===== src/rtl/hazard_stall_unit.sv =====
// hazard_stall_unit
//   Decides when the pipeline must stall because forwarding cannot resolve a
//   dependency. Three stall sources are ORed together:
//     - load-use: the instruction in EX is a load whose destination is read in ID
//     - branch compare in ID: the operand is still being produced in EX, or a
//       load is in MEM
//     - HI/LO unit busy: the multicycle MULT/DIV unit is occupied and ID wants it
//   A 4-bit busy counter tracks how long the MULT/DIV unit stays occupied.
//
// Ports
//   clk, rst_n                 clock (rising edge), asynchronous active-low reset
//   Rs_ID, Rt_ID               source registers of the instruction in ID
//   writereg_EX, writereg_M    destination registers in EX / MEM
//   RegWrite_EX, RegWrite_M    the EX / MEM instruction writes the register file
//   MemtoReg_EX, MemtoReg_M    the EX / MEM instruction is a load
//   Branch_ID                  ID holds a beq/bne that compares in ID
//   MulDiv_ID, MfHiLo_ID       ID holds MULT/DIV, or MFHI/MFLO
//   StallF, StallD, FlushE     hold the PC, hold IF/ID, insert a bubble into ID/EX
//   MulDiv_Busy                the HI/LO unit is occupied
//   MulDiv_Done                one-cycle pulse after an operation completes
//
// Optional build macro HAZARD_STATS_EN adds the statistics outputs
//   stall_cycles (32 bits), muldiv_ops (16 bits).
module hazard_stall_unit #(
  parameter int unsigned MULDIV_CYCLES = 4
) (
  input  logic       clk,
  input  logic       rst_n,
  input  logic [4:0] Rs_ID,
  input  logic [4:0] Rt_ID,
  input  logic [4:0] writereg_EX,
  input  logic [4:0] writereg_M,
  input  logic       RegWrite_EX,
  input  logic       RegWrite_M,
  input  logic       MemtoReg_EX,
  input  logic       MemtoReg_M,
  input  logic       Branch_ID,
  input  logic       MulDiv_ID,
  input  logic       MfHiLo_ID,
  output logic       StallF,
  output logic       StallD,
  output logic       FlushE,
  output logic       MulDiv_Busy,
  output logic       MulDiv_Done
`ifdef HAZARD_STATS_EN
  ,
  output logic [31:0] stall_cycles,
  output logic [15:0] muldiv_ops
`endif
);

  localparam logic [3:0] LOAD_CNT = 4'(MULDIV_CYCLES);

  logic [3:0] busy_cnt;
  logic       busy;
  logic       ex_hit;
  logic       m_load_hit;
  logic       lwstall;
  logic       brstall;
  logic       mdstall;
  logic       stall;
  logic       issue;

  // A writer of $0 never matches.
  always_comb begin
    ex_hit     = RegWrite_EX && (writereg_EX != '0) &&
                 ((writereg_EX == Rs_ID) || (writereg_EX == Rt_ID));
    m_load_hit = MemtoReg_M && RegWrite_M && (writereg_M != '0) &&
                 ((writereg_M == Rs_ID) || (writereg_M == Rt_ID));
  end

  always_comb begin
    busy    = (busy_cnt != '0);
    lwstall = MemtoReg_EX && ex_hit;
    // An ALU result in MEM is forwarded to the ID comparator, so only a load
    // in MEM stalls the branch.
    brstall = Branch_ID && (ex_hit || m_load_hit);
    mdstall = busy && (MulDiv_ID || MfHiLo_ID);
    stall   = lwstall || brstall || mdstall;
    issue   = MulDiv_ID && !stall;
  end

  // Outputs are forced low while reset is held, even though the stall terms
  // are combinational from the ID/EX/MEM inputs.
  always_comb begin
    StallF      = stall && rst_n;
    StallD      = stall && rst_n;
    FlushE      = stall && rst_n;
    MulDiv_Busy = busy && rst_n;
  end

  always_ff @(posedge clk or negedge rst_n) begin
    if (!rst_n) begin
      busy_cnt    <= '0;
      MulDiv_Done <= 1'b0;
    end else begin
      if (issue) begin
        busy_cnt <= LOAD_CNT;
      end else if (busy_cnt != '0) begin
        busy_cnt <= busy_cnt - 4'd1;
      end
      // Completion is the 1 -> 0 transition; a reload on the same edge
      // cancels it.
      MulDiv_Done <= (busy_cnt == 4'd1) && !issue;
    end
  end

`ifdef HAZARD_STATS_EN
  always_ff @(posedge clk or negedge rst_n) begin
    if (!rst_n) begin
      stall_cycles <= '0;
      muldiv_ops   <= '0;
    end else begin
      if (stall) stall_cycles <= stall_cycles + 32'd1;
      if (issue) muldiv_ops   <= muldiv_ops + 16'd1;
    end
  end
`endif

endmodule


===== config.mk =====
export PLATFORM = sky130hd
export DESIGN_NAME = hazard_stall_unit
export DESIGN_NICKNAME = d
export VERILOG_FILES = /design/src/rtl/hazard_stall_unit.sv
export SDC_FILE = /design/constraint.sdc
export NUM_CORES = 1
export LEC_CHECK = 0
export CAP_MARGIN = 10
export CORE_UTILIZATION = 39
export DETAILED_ROUTE_END_ITERATION = 8
export GPL_TIMING_DRIVEN = 0
export PLACE_DENSITY = 0.83
export SLEW_MARGIN = 20
export SYNTH_ARGS = -nofsm -noshare
export SYNTH_HDL_FRONTEND = slang
export SYNTH_SLANG_ARGS = --single-unit
export TNS_END_PERCENT = 1

===== constraint.sdc =====
create_clock -name clk -period 2.4 [get_ports clk]
set_input_delay 0.36 -clock clk [delete_from_list [all_inputs] [get_ports clk]]
set_output_delay 0.36 -clock clk [all_outputs]
set_load 0.02 [all_outputs]

; Word level (Yosys, flattened, before mapping)
; Cells that the tools add are included.
; W data, S select, Z words.
[word_totals]
out_inout_bits = 5
register_bits = 5
wordCells = 34
[classes]
eq_ne = 5
n_reduce_logical = 24
muxes = 2
add_sub_neg = 1
[ops]
columns = cell, count
row1 = $eq A5 B5 Y1, 4
row2 = $logic_and A1 B1 Y1, 12
row3 = $reduce_bool A5 Y1, 2
row4 = $mux W4, 2
row5 = $logic_or A1 B1 Y1, 6
row6 = $eq A4 B1 Y1 const B, 1
row7 = $reduce_bool A4 Y1, 1
row8 = $sub A4 B1 Y4 const B, 1
row9 = $logic_not A1 Y1, 2
row10 = $reduce_bool A2 Y1, 1

; Depth between registers and ports, before layout
; Gate-level depths: netlist of run 1.
[logic_depth]
ltp_word = 11
depth_mapped = 7

; Worst setup path after synthesis of run 1
; Ideal clock, no wire load.
[synth_path]
path_kind = input to output
startpoint = input port writereg_EX[3]
endpoint = output port StallD
cell_stages = 6
n_path_buf = 1
arrival_time_ns = 1.910
setup_slack_ns = 0.130
path_cell_list = xor2_1 > nor3_1 > a22oi_1 > o22a_2 > a21boi_0 > buf_4
[synth_between]
elab_chain_cells = 8
[synth_rtl]
columns = item, line
row1 = "start, declared", 31  ; input logic [4:0] writereg_EX,
row2 = $eq A5 B5 Y1 or $reduce_bool A5 Y1 (tied branches), "67, 66"
row3 = $logic_or A1 B1 Y1 or $logic_and A1 B1 Y1 (tied branches), "67, 66"
row4 = $logic_and A1 B1 Y1 (*), 66  ; ex_hit = RegWrite_EX && (writereg_EX != '0) &&
row5 = $logic_or A1 B1 Y1, 77  ; brstall = Branch_ID && (ex_hit || m_load_hit);
row6 = $logic_and A1 B1 Y1, 77
row7 = $logic_or A1 B1 Y1 (*) (2 in series), 79  ; stall = lwstall || brstall || mdstall;
row8 = $logic_and A1 B1 Y1 (*), -
row9 = "end, declared", 41  ; output logic StallD,
; Mark *: on every way between the ends. The rest lies on a longest branch, timed or not.

; Final worst setup path of run 1
[layout_path]
startpoint = input port Rt_ID[0]
endpoint = output port StallF
[layout_between]
elab_chain_cells = 8
[layout_rtl]
columns = item, line
row1 = "start, declared", 30  ; input logic [4:0] Rt_ID,
row2 = "$eq A5 B5 Y1, on equally long branches", "67, 69"
row3 = "$logic_or A1 B1 Y1, on equally long branches", "67, 69"
row4 = "$logic_and A1 B1 Y1, on equally long branches", "66, 68"
row5 = $logic_or A1 B1 Y1, 77
row6 = $logic_and A1 B1 Y1, 77
row7 = $logic_or A1 B1 Y1 (*) (2 in series), 79
row8 = $logic_and A1 B1 Y1 (*), 86  ; StallF = stall && rst_n;
row9 = "end, declared", 40  ; output logic StallF,
; Marks and branches as above.

==> results by group, run 1 <==
Outcome
  – Status: completed

Clocking
  – Clock sink count: 5
  – # hold bufs at CTS: 0
  – TritonCTS clock tree: done
  – Skew-Pair Late Insertion Delay: 0.25 ns
  – Clk buf depth: 2
  – TritonCTS Buffers: 3
  – Root Buffer: clkbuf_4
  – Reg clk slew, reported paths: 0.04 ns
  – CTS H-Tree Depth: 1

Placed design
  – PortBufs: 33
  – Gpl congestion: 0.8144
  – Placed cells: 115
  – Dpl hpwl: 1411 microns

Finish
  – Core Util, Final: 0.7189
  – Layout area overhead: 68.97%
  – Finished Layout Cells: 120
  – Diode count: 0
  – NumNets Final: 137
  – Layout cell share with drive strength beyond 1: 0.1238
  – Fillers: 107

Logic synthesis
  – Post-synthesis sequential area ratio: 0.2232
  – Syn Std Cell Area: 560.5 sq um
  – Synth area leader: xor2_1
  – Synth cell count leaders: xor2_1, dfrtp_1, nor2_1, nor3_1
  – Async SR Flop Fraction: 1.000
  – Top cell type's share of synthesized area: 0.3125
  – Most common cell in the netlist: xor2_1
  – Top FF cell, synth: dfrtp_1
  – Mapped Nets: 98
  – Distinct cells, synth: 23
  – Post-Synthesis Cells: 67
  – Number of synthesized flops with an enable pin: 0
  – Synth top area cells: xor2_1, dfrtp_1, ha_1
  – Yosys warnings: 0
  – Post-synthesis area per instance: 8.366 sq um
  – FF+latch count, synth: 5

Floorplan
  – Die Wd: 39.91 microns
  – Core Footprint: 1318 sq um
  – Initial Util: 0.4255
  – Die area: 1593 sq um
  – Row count: 13
  – # IOs: 34
  – Die H: 39.91 microns

STA
  – Crit share post-route: 0.9764
  – Final min period: 2.343 ns
  – Max_slew headroom: 0.8132
  – # setup viols final: 0
  – Setup_tns: 0 ns
  – Worst-margin pin slew: 0.2793 ns
  – Maximum clock frequency: 426.7 MHz
  – Final Slew Violations: 0
  – Final Hold Vio Count: 0
  – Clk_skew: 0.003517 ns

Power and ir drop
  – Clk pwr share: 0.159
  – Power Density: 652.0 nW/um^2
  – Sw Share: 0.4016
  – Switching power: 248.0 uW
  – Total internal power: 369.6 uW
  – Max VDD drop: 0.0004250 V
  – Comb power frac: 0.585
  – Lkg Pwr: 0.0004593 uW
  – Sequential Power Share: 0.256

Routing
  – Drt total wl: 1635 microns
  – DR WL/cell: 13.63 microns
  – DRC violations left: 0
  – Routed Antenna Nets: 0
  – Vias per Instance: 5.092
  – Drt pass-1 iters: 4
  – Via count: 611
  – DR iter-0 viols: 11

Setup path
  – Kind of critical path: in -> out
  – Worst Path Max Fanout: 3
  – CP required: 2.04 ns
  – Startpoint Class: input pin
  – Worst EP arrival: 1.98 ns
  – CP Capture Type: primary output

GRT
  – Number of global-route vias before repair: 565
  – GRT Residual Overflow: 0
  – Largest net degree at the start of global routing: 8
  – First-pass GRT wire length: 2435 microns
  – Total GRT Usage: 0.2398
  – Initial antenna violation count: 0

Flow run
  – # Max-Cap Violations: 0

Hold path
  – Hold crit path type: in -> async
sequential cells by signal, summed over array words and instances (netlist names):
signal and cells:
busy_cnt 4, MulDiv_Done 1
cell type report:
type | count | area (sq um) | area share
Sequential cell | 5 | 125.1 | 0.1321
Timing Repair Buffer | 34 | 330.3 | 0.3487
Clock buffer | 4 | 26.28 | 0.02774
Inverter | 3 | 11.26 | 0.01189
Multi-Input combinational cell | 57 | 420.4 | 0.4439
Tap cell | 15 | 18.77 | 0.01982
Buffer | 2 | 15.01 | 0.01585
what timing repair did:
| action | 4_1_cts | 5_1_grt |
|---|---|---|
| pin swaps | 2 | 3 |
| setup buffers | 1 | 0 |
| setup endpoints to repair | 4 | 4 |
| resized for setup | 19 | 11 |
cell families after synthesis:
| kind of cell | Yosys count | share of synthesized area |
|---|---|---|
| flip-flops | 5 | 0.2232 |
| adder cells (fa/ha/maj) | 2 | 0.04464 |
| buffers and inverters | 5 | 0.04687 |
| AND/OR/NAND/NOR | 20 | 0.1786 |
| XOR/XNOR | 21 | 0.3281 |
| AO/OA/AOI/OAI | 14 | 0.1786 |
metrics by stage:
step	hold slack, ns	cell area, sq um	total power, uW	setup slack (ns)
final	0.3572	947.2	617.6	0.05659
after global routing	0.3759	947.2	669.4	-0.003264
after CTS	0.3608	945.9	623.1	-0.03931
after detailed placement	0.5056	909.6	522.3	-0.6921
after global placement	0.4729	909.6	503.6	-0.6368
after floorplan	0.06441	560.5	375.6	0.1301
final timing paths:
kind	start	endpoint	slack [ns]	depth (start not counted)
max	Rt_ID[0]	StallF	0.06	8
min	rst_n	MulDiv_Done$_DFF_PN0_	0.36	1
max reg2reg	busy_cnt[0]$_DFFE_PN0P_	busy_cnt[0]$_DFFE_PN0P_	0.88	6
min reg2reg	busy_cnt[0]$_DFFE_PN0P_	busy_cnt[0]$_DFFE_PN0P_	0.51	1
max in group asynchronous	rst_n	busy_cnt[3]$_DFFE_PN0P_	1.82	1
min in group clk	busy_cnt[0]$_DFFE_PN0P_	busy_cnt[0]$_DFFE_PN0P_	0.51	1
critical path, cell delays in order:
cell and delay, ns:
clkdlybuf4s50_1 0.45, xor2_1 0.17, nor3_1 0.19, a22oi_1 0.11, o22a_2 0.27, a21boi_2 0.18, buf_4 0.13, buf_4 0.12
power groups by stage:
stage	Combinational (uW)	Sequential (uW)	Clock (uW)
2_1_floorplan	219	157	0
3_3_place_gp	351	153	0
3_5_place_dp	365	158	0
4_1_cts	367	158	98.8
5_1_grt	402	162	105
6_report	361	158	98.3
cells in the final DEF (no fill, tap or decap):
cell and count:
clkbuf_2 1, nor3_1 4, dfrtp_1 5, a21o_1 1
nor2_1 5, o22a_2 1, a31o_1 1, or4_1 2
xor2_1 20, nand3_1 1, o2111ai_1 1, nor2b_1 1
o221ai_1 1, nand2b_1 1, buf_4 5, nor3_2 1
dlymetal6s2s_1 5, inv_1 3, nor2b_2 1, xnor2_1 1
o21ai_0 3, dlygate4sd2_1 8, and2_1 1, clkdlybuf4s50_1 17
a22oi_1 2, nand2_1 3, a31oi_1 3, clkbuf_1 1
a21boi_2 1, clkbuf_4 3, ha_1 2
per-layer routing:
metal  track usage  vias up  wire, microns
li1              -      312              -
met5             0        -              0
met2        0.4073       16            830
met4        0.1121        0             28
met1        0.2814      279            715
met3       0.05114        4             60
No activity file was read; power rests on OpenSTA's default activity.
==> run 2: changes to the inputs <==
==> constraint.sdc (replaced) <==
create_clock -name clk -period 2.9 [get_ports clk]
set_input_delay 0.435 -clock clk [delete_from_list [all_inputs] [get_ports clk]]
set_output_delay 0.435 -clock clk [all_outputs]
set_load 0.02 [all_outputs]
==> results by group, run 2 (same netlist as run 1, synthesis figures left out) <==
Outcome
  – Status: completed

GRT
  – Number of global-route vias before repair: 568
  – GRT Residual Overflow: 0
  – Total GRT Usage: 0.2410
  – First-pass GRT wire length: 2456 microns
  – Largest net degree at the start of global routing: 8
  – Initial antenna violation count: 0

Flow run
  – # Max-Cap Violations: 0

Routing
  – Via count: 627
  – Drt total wl: 1638 microns
  – Drt pass-1 iters: 4
  – DR iter-0 viols: 12
  – Routed Antenna Nets: 0
  – Vias per Instance: 5.182
  – DRC violations left: 0
  – DR WL/cell: 13.54 microns

Finish
  – Commonest non-fill, non-tap cell in the layout: clkdlybuf4s50_1
  – Reg area: 125.1 sq um
  – Max FFs per register: 4
  – Core Util, Final: 0.7246
  – Most frequent cells in the layout: clkdlybuf4s50_1, xor2_1
  – Reg with most FFs: busy_cnt
  – Layout area overhead: 70.31%
  – Layout cell share with drive strength beyond 1: 0.09434
  – Fin area: 954.7 sq um
  – Diode count: 0
  – Top Registers: busy_cnt x4, MulDiv_Done x1
  – NumNets Final: 138
  – Multi-input gate area: 412.9 sq um
  – Fillers: 105

STA
  – Unrepaired setup endpoints after global routing: no
  – Maximum clock frequency: 360.0 MHz
  – Hold_ws: 0.4271 ns
  – Final Hold Vio Count: 0
  – Worst-margin pin slew: 0.2754 ns
  – Final min period: 2.778 ns
  – Setup_tns: 0 ns
  – Max_slew headroom: 0.8158
  – Clk_skew: 0.008016 ns
  – # setup viols final: 0
  – Final Slew Violations: 0
  – Crit share post-route: 0.9579

Placed design
  – Area post-placement: 909.6 sq um
  – Dpl hpwl: 1411 microns
  – PortBufs: 33
  – Gpl congestion: 0.8144

Setup path
  – CP required: 2.47 ns
  – Startpoint Class: input pin
  – Worst Path Max Fanout: 3
  – CP max-delay cell: or4_1
  – Largest stage delay on the critical path: 0.54 ns
  – CP cell instances: clkdlybuf4s50_1 -> or4_1 -> o221ai_1 -> o22a_2 -> a21boi_2 -> buf_4 -> dlygate4sd2_1
  – Worst Path Buf+Inv: 3
  – R2R setup slack: 1.24 ns
  – Delay-heaviest family, CP: buffers and inverters
  – Kind of critical path: in -> out
  – Worst EP arrival: 2.34 ns
  – CP Capture Type: primary output

Floorplan
  – Die Wd: 39.91 microns
  – Die area: 1593 sq um
  – Initial Util: 0.4255
  – Die H: 39.91 microns
  – Row count: 13
  – # IOs: 34
  – Core Footprint: 1318 sq um

Clocking
  – Clock sink count: 5
  – Skew-Pair Late Insertion Delay: 0.25 ns
  – Clk buf depth: 2
  – Root Buffer: clkbuf_4
  – TritonCTS Buffers: 3
  – TritonCTS clock tree: done
  – # hold bufs at CTS: 0
  – CTS H-Tree Depth: 1
  – Reg clk slew, reported paths: 0.05 ns

Hold path
  – Hold crit path type: in -> async

Power and ir drop
  – Power Density: 544.6 nW/um^2
  – Lkg Pwr: 0.0004256 uW
  – Max VDD drop: 0.0003520 V
  – Final Total Pwr: 519.9 uW
run 2: changes by cell type in the layout (fill, tap and decap cells not counted):
cell	delta
clkdlybuf4s50_1	+11
dlygate4sd2_1	-6
dlymetal6s2s_1	-3
clkbuf_2	-1
nor2b_1	+1
nor2b_2	-1
nor3_1	+1
nor3_2	-1
run 2: cell type report:
class / instances / area share
plain buffers: 2 / 0.01573
flip-flops and latches: 5 / 0.1311
multi-input cells: 57 / 0.4325
clock buffers: 4 / 0.02752
inverters: 3 / 0.01180
repair buffers: 35 / 0.3617
well taps: 15 / 0.01966
run 2: through the flow:
stage               setup slack, ns  std cells
detailed placement          -0.3421        115
CTS                         0.03126        119
floorplan                    0.4801         67
global placement            -0.2868        115
global route                0.05103        121
finish                       0.1221        121
run 2: worst paths after layout:
kind | startpoint | to | cells after the start
worst min register to register | busy_cnt[0]$_DFFE_PN0P_ | busy_cnt[0]$_DFFE_PN0P_ | 1
worst max register to register | busy_cnt[0]$_DFFE_PN0P_ | busy_cnt[0]$_DFFE_PN0P_ | 6
max in group asynchronous | rst_n | busy_cnt[3]$_DFFE_PN0P_ | 1
min in group clk | busy_cnt[0]$_DFFE_PN0P_ | busy_cnt[0]$_DFFE_PN0P_ | 1
worst max-delay path | writereg_EX[3] | StallD | 7
worst min-delay path | rst_n | busy_cnt[1]$_DFFE_PN0P_ | 1
run 2: worst reg2reg max path, cell delays in order (launching register included):
cell and delay, ns:
dfrtp_1 0.39, inv_1 0.12, ha_1 0.23, nor2b_1 0.29
nor2b_1 0.26, xnor2_1 0.17, a31oi_1 0.07
run 2: what timing repair did:
| action | 4_1_cts | 5_1_grt |
|---|---|---|
| gates resized for setup | 5 | 2 |
| setup buffers | 0 | 2 |
| endpoints found under the setup margin | 3 | 1 |
| gates cloned | 0 | 0 |
| pin swaps | 0 | 1 |
run 2: where the power goes:
part           switching (uW)  internal, uW
Combinational             154           154
Clock                    30.5          52.1
Sequential               24.8           105
run 2: metal layers:
layer / track usage / wire (microns)
met5: 0 / 0
met4: 0.1121 / 25
met3: 0.06818 / 67
met2: 0.4153 / 841
met1: 0.2678 / 704
==> variant 1: new RTL, settings of run 2 <==
The option `HAZARD_STATS_EN` is turned on by a define.
--- a/src/rtl/hazard_stall_unit.sv
+++ b/src/rtl/hazard_stall_unit.sv
@@ -22,4 +22,6 @@
 // Optional build macro HAZARD_STATS_EN adds the statistics outputs
 //   stall_cycles (32 bits), muldiv_ops (16 bits).
+`define HAZARD_STATS_EN
+
 module hazard_stall_unit #(
   parameter int unsigned MULDIV_CYCLES = 4
Check against the original RTL (old outputs only; new: muldiv_ops and stall_cycles): equivalent (equiv_simple and equiv_induct, registers matched by name and starting in step).
==> variant 1 against run 2 <==
  * Register-to-register slack got worse by 580 ps
  * Routed wire length rose to 4.2 times the old value
  * Global-route usage shrank 5.0 points
  * Non-clock buffer count rose by 59
  * Combinational power rose to 2.8 times the old value
  * Sequential cell count up 48
  * Sequential power grew to 7.6 times the old value
  * Sequential share of layout area up 20 points
  * Area after synthesis grew to 5.0 times the old value
  * Design area grew to 4.1 times the old value
  * Via count rose to 3.8 times the old value
  * Total power rose to 4.4 times the old value
  * Worst setup slack got worse by 40 ps
  * Critical path type unchanged
  * Largest cell class unchanged
  * Highest routed layer unchanged
==> variant 1: results (changes against run 2) <==
Outcome = completed
Share of cells above drive strength 1 = 11.3% (+1.9 points)
Top cells by area, synth = dfrtp_1 47%, xor2_1 11%, xnor2_1 9.7%
Synth unique cells = 34 (+48%)
Peak supply drop = 362 uV (+2.9%)
Largest net degree at the start of global routing = 56 (+48)
Layout fillers = 588 (+460%)
First DRT Iteration DRCs = 148 (+136)
Crit Path Max Fanout = 10 (+7)
RR Endpoint = stall_cycles[29]$_DFFE_PN0P_
Total wire length = 6890 um (+320%)
Signal buffers share of area = 22.9% (-15 points)
H-tree Lvls = 2 (+1)
Final #Nets = 395 (+190%)
Top post-synthesis cells by count = 53 x dfrtp_1, 35 x xor2_1, 31 x xnor2_1
Input/output buffers = 81 (+150%)
Final Skew = 18.7 ps (+10.7 ps)
Crit path DAT = 2380 ps (+40 ps)
Final clock-cell share = 2.37% (-0.38 points)
Final sequential cell count = 53 (+48)
CP max stage cell = or4_4
Via density = 5.18 (about the same)
Multi-input gates = 201 (+250%)
Seq area share = 33.6% (+20 points)
Top Registers = stall_cycles x32, muldiv_ops x16, busy_cnt x4
Max incr delay on CP = 560 ps (+20 ps)
Placement Setup Slack = -749 ps (-407 ps)
Num CTS Buffers = 5 (+2)
Crit Reg-Reg Startpoint = stall_cycles[16]$_DFFE_PN0P_
Hold_ws = 144 ps (-283 ps)
Clock latency on the worst-skew pair = 320 ps (+70 ps)
Slew @ Worst Pin = 694 ps (+419 ps)
First-pass DRT Iterations = 4 (unchanged)
Syn nets = 302 (+210%)
Inverters = 5 (+2)
Multi-input logic area = 1490 sq um (+260%)
Vias in the first global route = 2380 (+320%)
Seq/Total Area, Yosys = 47.3% (+25 points)
Global placer's final weighted congestion = 0.819 (+0.60%)
Reg2Reg Setup Slack = 660 ps (-580 ps)
Clock transition at the registers of the reported paths = 110 ps (+60 ps)
Detailed Place HPWL = 4990 um (+250%)
LEAKAGE = 0.00172 uW (+300%)
DP Area = 3730 sq um (+310%)
-- variant 1: cell types whose count changed in the layout (fill, tap and decap cells not counted), moves of 5 or more --
cell / run 2 / this run
dlygate4sd2_1: 2 / 8
xor2_1: 20 / 34
and3_1: 0 / 16
xnor2_1: 1 / 31
clkdlybuf4s50_1: 28 / 66
nand4_1: 0 / 17
dfrtp_1: 5 / 53
clkbuf_8: 0 / 5
and2_1: 1 / 8
nand2_1: 3 / 11
nor2_1: 5 / 16
nand3_1: 1 / 25
-- variant 1: critical path: cells and delay by family --
family          cells  cell delay, ps
simple gates        2             740
buf+inv             4             820
compound gates      2             390
-- variant 1: kinds of logic after synthesis --
kind of cell / synth area share, %
flops: 47.3
simple gates: 23.5
compound gates: 3.57
mux: 0.803
xor+xnor: 20.6
fa+ha+maj: 1.78
buf+inv: 2.45
-- variant 1: through the flow --
stage	utilization [%]	instances
detailed placement	54.4	446
global route	57.5	459
CTS	56.6	457
finish	57.5	459
global placement	54.4	446
floorplan	-	269
-- variant 1: worst max path at each step --
stage,start,to,slack (ps)
floorplan,writereg_M[1],StallD,440
global placement,rst_n,StallF,-1260
detailed placement,writereg_EX[0],StallD,-750
CTS,writereg_M[0],StallD,4
global route,writereg_M[1],StallD,0.7
finish,writereg_M[1],StallD,80
-- variant 1: timing repair --
item,in CTS,in global routing
setup buffers,3,2
gates resized for setup,22,11
pin swaps,4,4
endpoints found under the hold margin,0,0
endpoints found under the setup margin,3,3
hold buffers,0,0
-- variant 1: layer usage --
layer | GRT usage [%] | share of wire [%]
met2 | 31.8 | 50
met1 | 25.4 | 44
met4 | 5.45 | 1.0
met3 | 3.43 | 5.1
met5 | 0 | 0
-- variant 1: report_power, final --
part,total (uW),switching (uW),internal [uW]
sequential,975,128,848
combinational,873,477,396
clock,434,259,175
total,2280,864,1420
==> variant 2: new RTL, config.mk and constraints of run 2 <==
Without the edit above. Register the input `MulDiv_ID` before use. The logic sees it one clock later. The other inputs are not delayed to match.
--- a/src/rtl/hazard_stall_unit.sv
+++ b/src/rtl/hazard_stall_unit.sv
@@ -52,4 +52,10 @@
   localparam logic [3:0] LOAD_CNT = 4'(MULDIV_CYCLES);
 
+  logic MulDiv_ID_q;
+
+  always_ff @(posedge clk) begin
+    MulDiv_ID_q <= MulDiv_ID;
+  end
+
   logic [3:0] busy_cnt;
   logic       busy;
@@ -76,7 +82,7 @@
     // in MEM stalls the branch.
     brstall = Branch_ID && (ex_hit || m_load_hit);
-    mdstall = busy && (MulDiv_ID || MfHiLo_ID);
+    mdstall = busy && (MulDiv_ID_q || MfHiLo_ID);
     stall   = lwstall || brstall || mdstall;
-    issue   = MulDiv_ID && !stall;
+    issue   = MulDiv_ID_q && !stall;
   end
 
Formal check against the unedited RTL: not equivalent (a bounded check fails within 4 cycles, from zero or initial values and one cycle with rst_n low).
==> variant 2 against run 2 <==
  * Routed wire length is 2.1% higher
  * Worst setup slack worse by 7.4 ps
  * Synthesized cell count is 1.5% higher
  * Design area is 1.8% higher
  * Critical path depth stayed put
  * Maximum frequency is 0.27% lower
  * Area after synthesis is 3.6% higher
  * Final cell count is 0.83% higher
  * Sequential cell count is 1 higher
  * Total power is 2.9% higher
==> variant 2: results (changes against run 2) <==
Outcome = completed
Vias in the first global route = 511 (-10%)
Max incr delay on CP = 550 ps
Met2 routed WL = 797 um (-5.2%)
Share of cells above drive strength 1 = 9.35% (-0.088 points)
M2 GR Usage = 32.9% (-8.6 points)
Met1 GRT Util = 31.1% (+4.3 points)
Detailed Place HPWL = 1370 um (-3.1%)
Layout fillers = 115 (+9.5%)
Crit Path Max Fanout = 3 (unchanged)
LEAKAGE = 0.000425 uW (-0.17%)
Syn nets = 99 (+1.0%)
Hold Crit Class = input pin to async pin
Clk root buf = clkbuf_4
DP Area = 930 sq um (+2.2%)
Final Skew = 12.5 ps (+4.47 ps)
Global placer's final weighted congestion = 0.817 (+0.26%)
All-Layer GR Usage = 23.3% (-0.75 points)
CP top delay family = buffers and inverters
Clock latency on the worst-skew pair = 260 ps
Post-layout util = 72.0% (-0.45 points)
GR Util met3 = 5.00% (-1.8 points)
CP max stage cell = or4_1
Top Registers = busy_cnt x4, MulDiv_Done x1, MulDiv_ID_q x1
Hold_buf cts = 0 (unchanged)
Ant diodes = 0 (unchanged)
First-pass GRT wire length = 2330 um (-5.3%)
Wire per inst = 13.7 um (+1.2%)
Hold_ws = 411 ps (-15.7 ps)
Reg2Reg Setup Slack = 1300 ps (+60 ps)
Worst-case clock buffer depth = 2 (unchanged)
Slew HR = 81.3% (-0.24 points)
Seq/Total Area, Yosys = 25.0% (+2.7 points)
Final #Nets = 139 (+0.72%)
Synth unique cells = 24 (+4.3%)
First DRT Iteration DRCs = 13 (+1)
Routed length on met3 = 60 um (-10%)
Fraction of registers with async set/reset = 83.3% (-17 points)
Top Metal Used = met4
Largest net degree at the start of global routing = 8 (unchanged)
Met1 Wirelength = 766 um (+8.8%)
Synth Warn # = 0 (unchanged)
H-tree Lvls = 1 (unchanged)
Num CTS Buffers = 3 (unchanged)
First-pass DRT Iterations = 4 (unchanged)
Initial antenna violation count = 0 (unchanged)
Top post-synthesis cells by count = 20 x xor2_1, 5 x dfrtp_1, 5 x nor2_1, 5 x nor3_1
Top cells by area, synth = xor2_1 30%, dfrtp_1 22%, ha_1 4.3%
Peak supply drop = 312 uV (-11%)
Switching share of power = 39.4% (-0.96 points)
Via count = 617 (-1.6%)
variant 2: metrics by stage:
step	worst slack [ps]	instances
6_report	115	122
5_1_grt	4.73	122
4_1_cts	64.5	120
3_5_place_dp	-333	116
3_3_place_gp	-274	116
2_1_floorplan	480	68
variant 2: layout make-up:
| type | instances | area share (%) |
|---|---|---|
| Sequential cell | 6 | 14.9 |
| Multi-Input combinational cell | 57 | 42.5 |
| Clock buffer | 4 | 2.70 |
| Buffer | 2 | 1.54 |
| Inverter | 3 | 1.16 |
| Timing Repair Buffer | 35 | 35.3 |
| Tap cell | 15 | 1.93 |
variant 2: final timing paths:
kind / startpoint / to / cells past startpoint
max reg2reg: busy_cnt[0]$_DFFE_PN0P_ / busy_cnt[0]$_DFFE_PN0P_ / 6
max in group asynchronous: rst_n / busy_cnt[0]$_DFFE_PN0P_ / 1
max: writereg_M[1] / StallD / 7
min reg2reg: MulDiv_ID_q$_DFF_P_ / busy_cnt[1]$_DFFE_PN0P_ / 1
min in group clk: MulDiv_ID_q$_DFF_P_ / busy_cnt[1]$_DFFE_PN0P_ / 1
min: rst_n / MulDiv_Done$_DFF_PN0_ / 1
variant 2: what timing repair did:
action	CTS	global route
pin swaps	0	1
endpoints found under the setup margin	3	1
gates resized for setup	5	1
buffers inserted	0	2
variant 2: cell families (layout without fill, tap and decap cells):
logic type	Yosys count	after routing	synth area share [%]
AO/OA/AOI/OAI	14	14	17.2
XOR/XNOR	21	21	31.7
adder cells (fa/ha/maj)	2	2	4.31
buffers and inverters	5	44	4.52
flip-flops	6	6	25.0
AND/OR/NAND/NOR	20	20	17.2
variant 2: power groups by stage:
stage                     combinational [uW]  sequential, uW  clock [uW]
final                                    301             146        88.3
after global routing                     336             151        97.9
after CTS                                297             145        89.8
after detailed placement                 296             146           0
after global placement                   290             143           0
after floorplan                          181             145           0
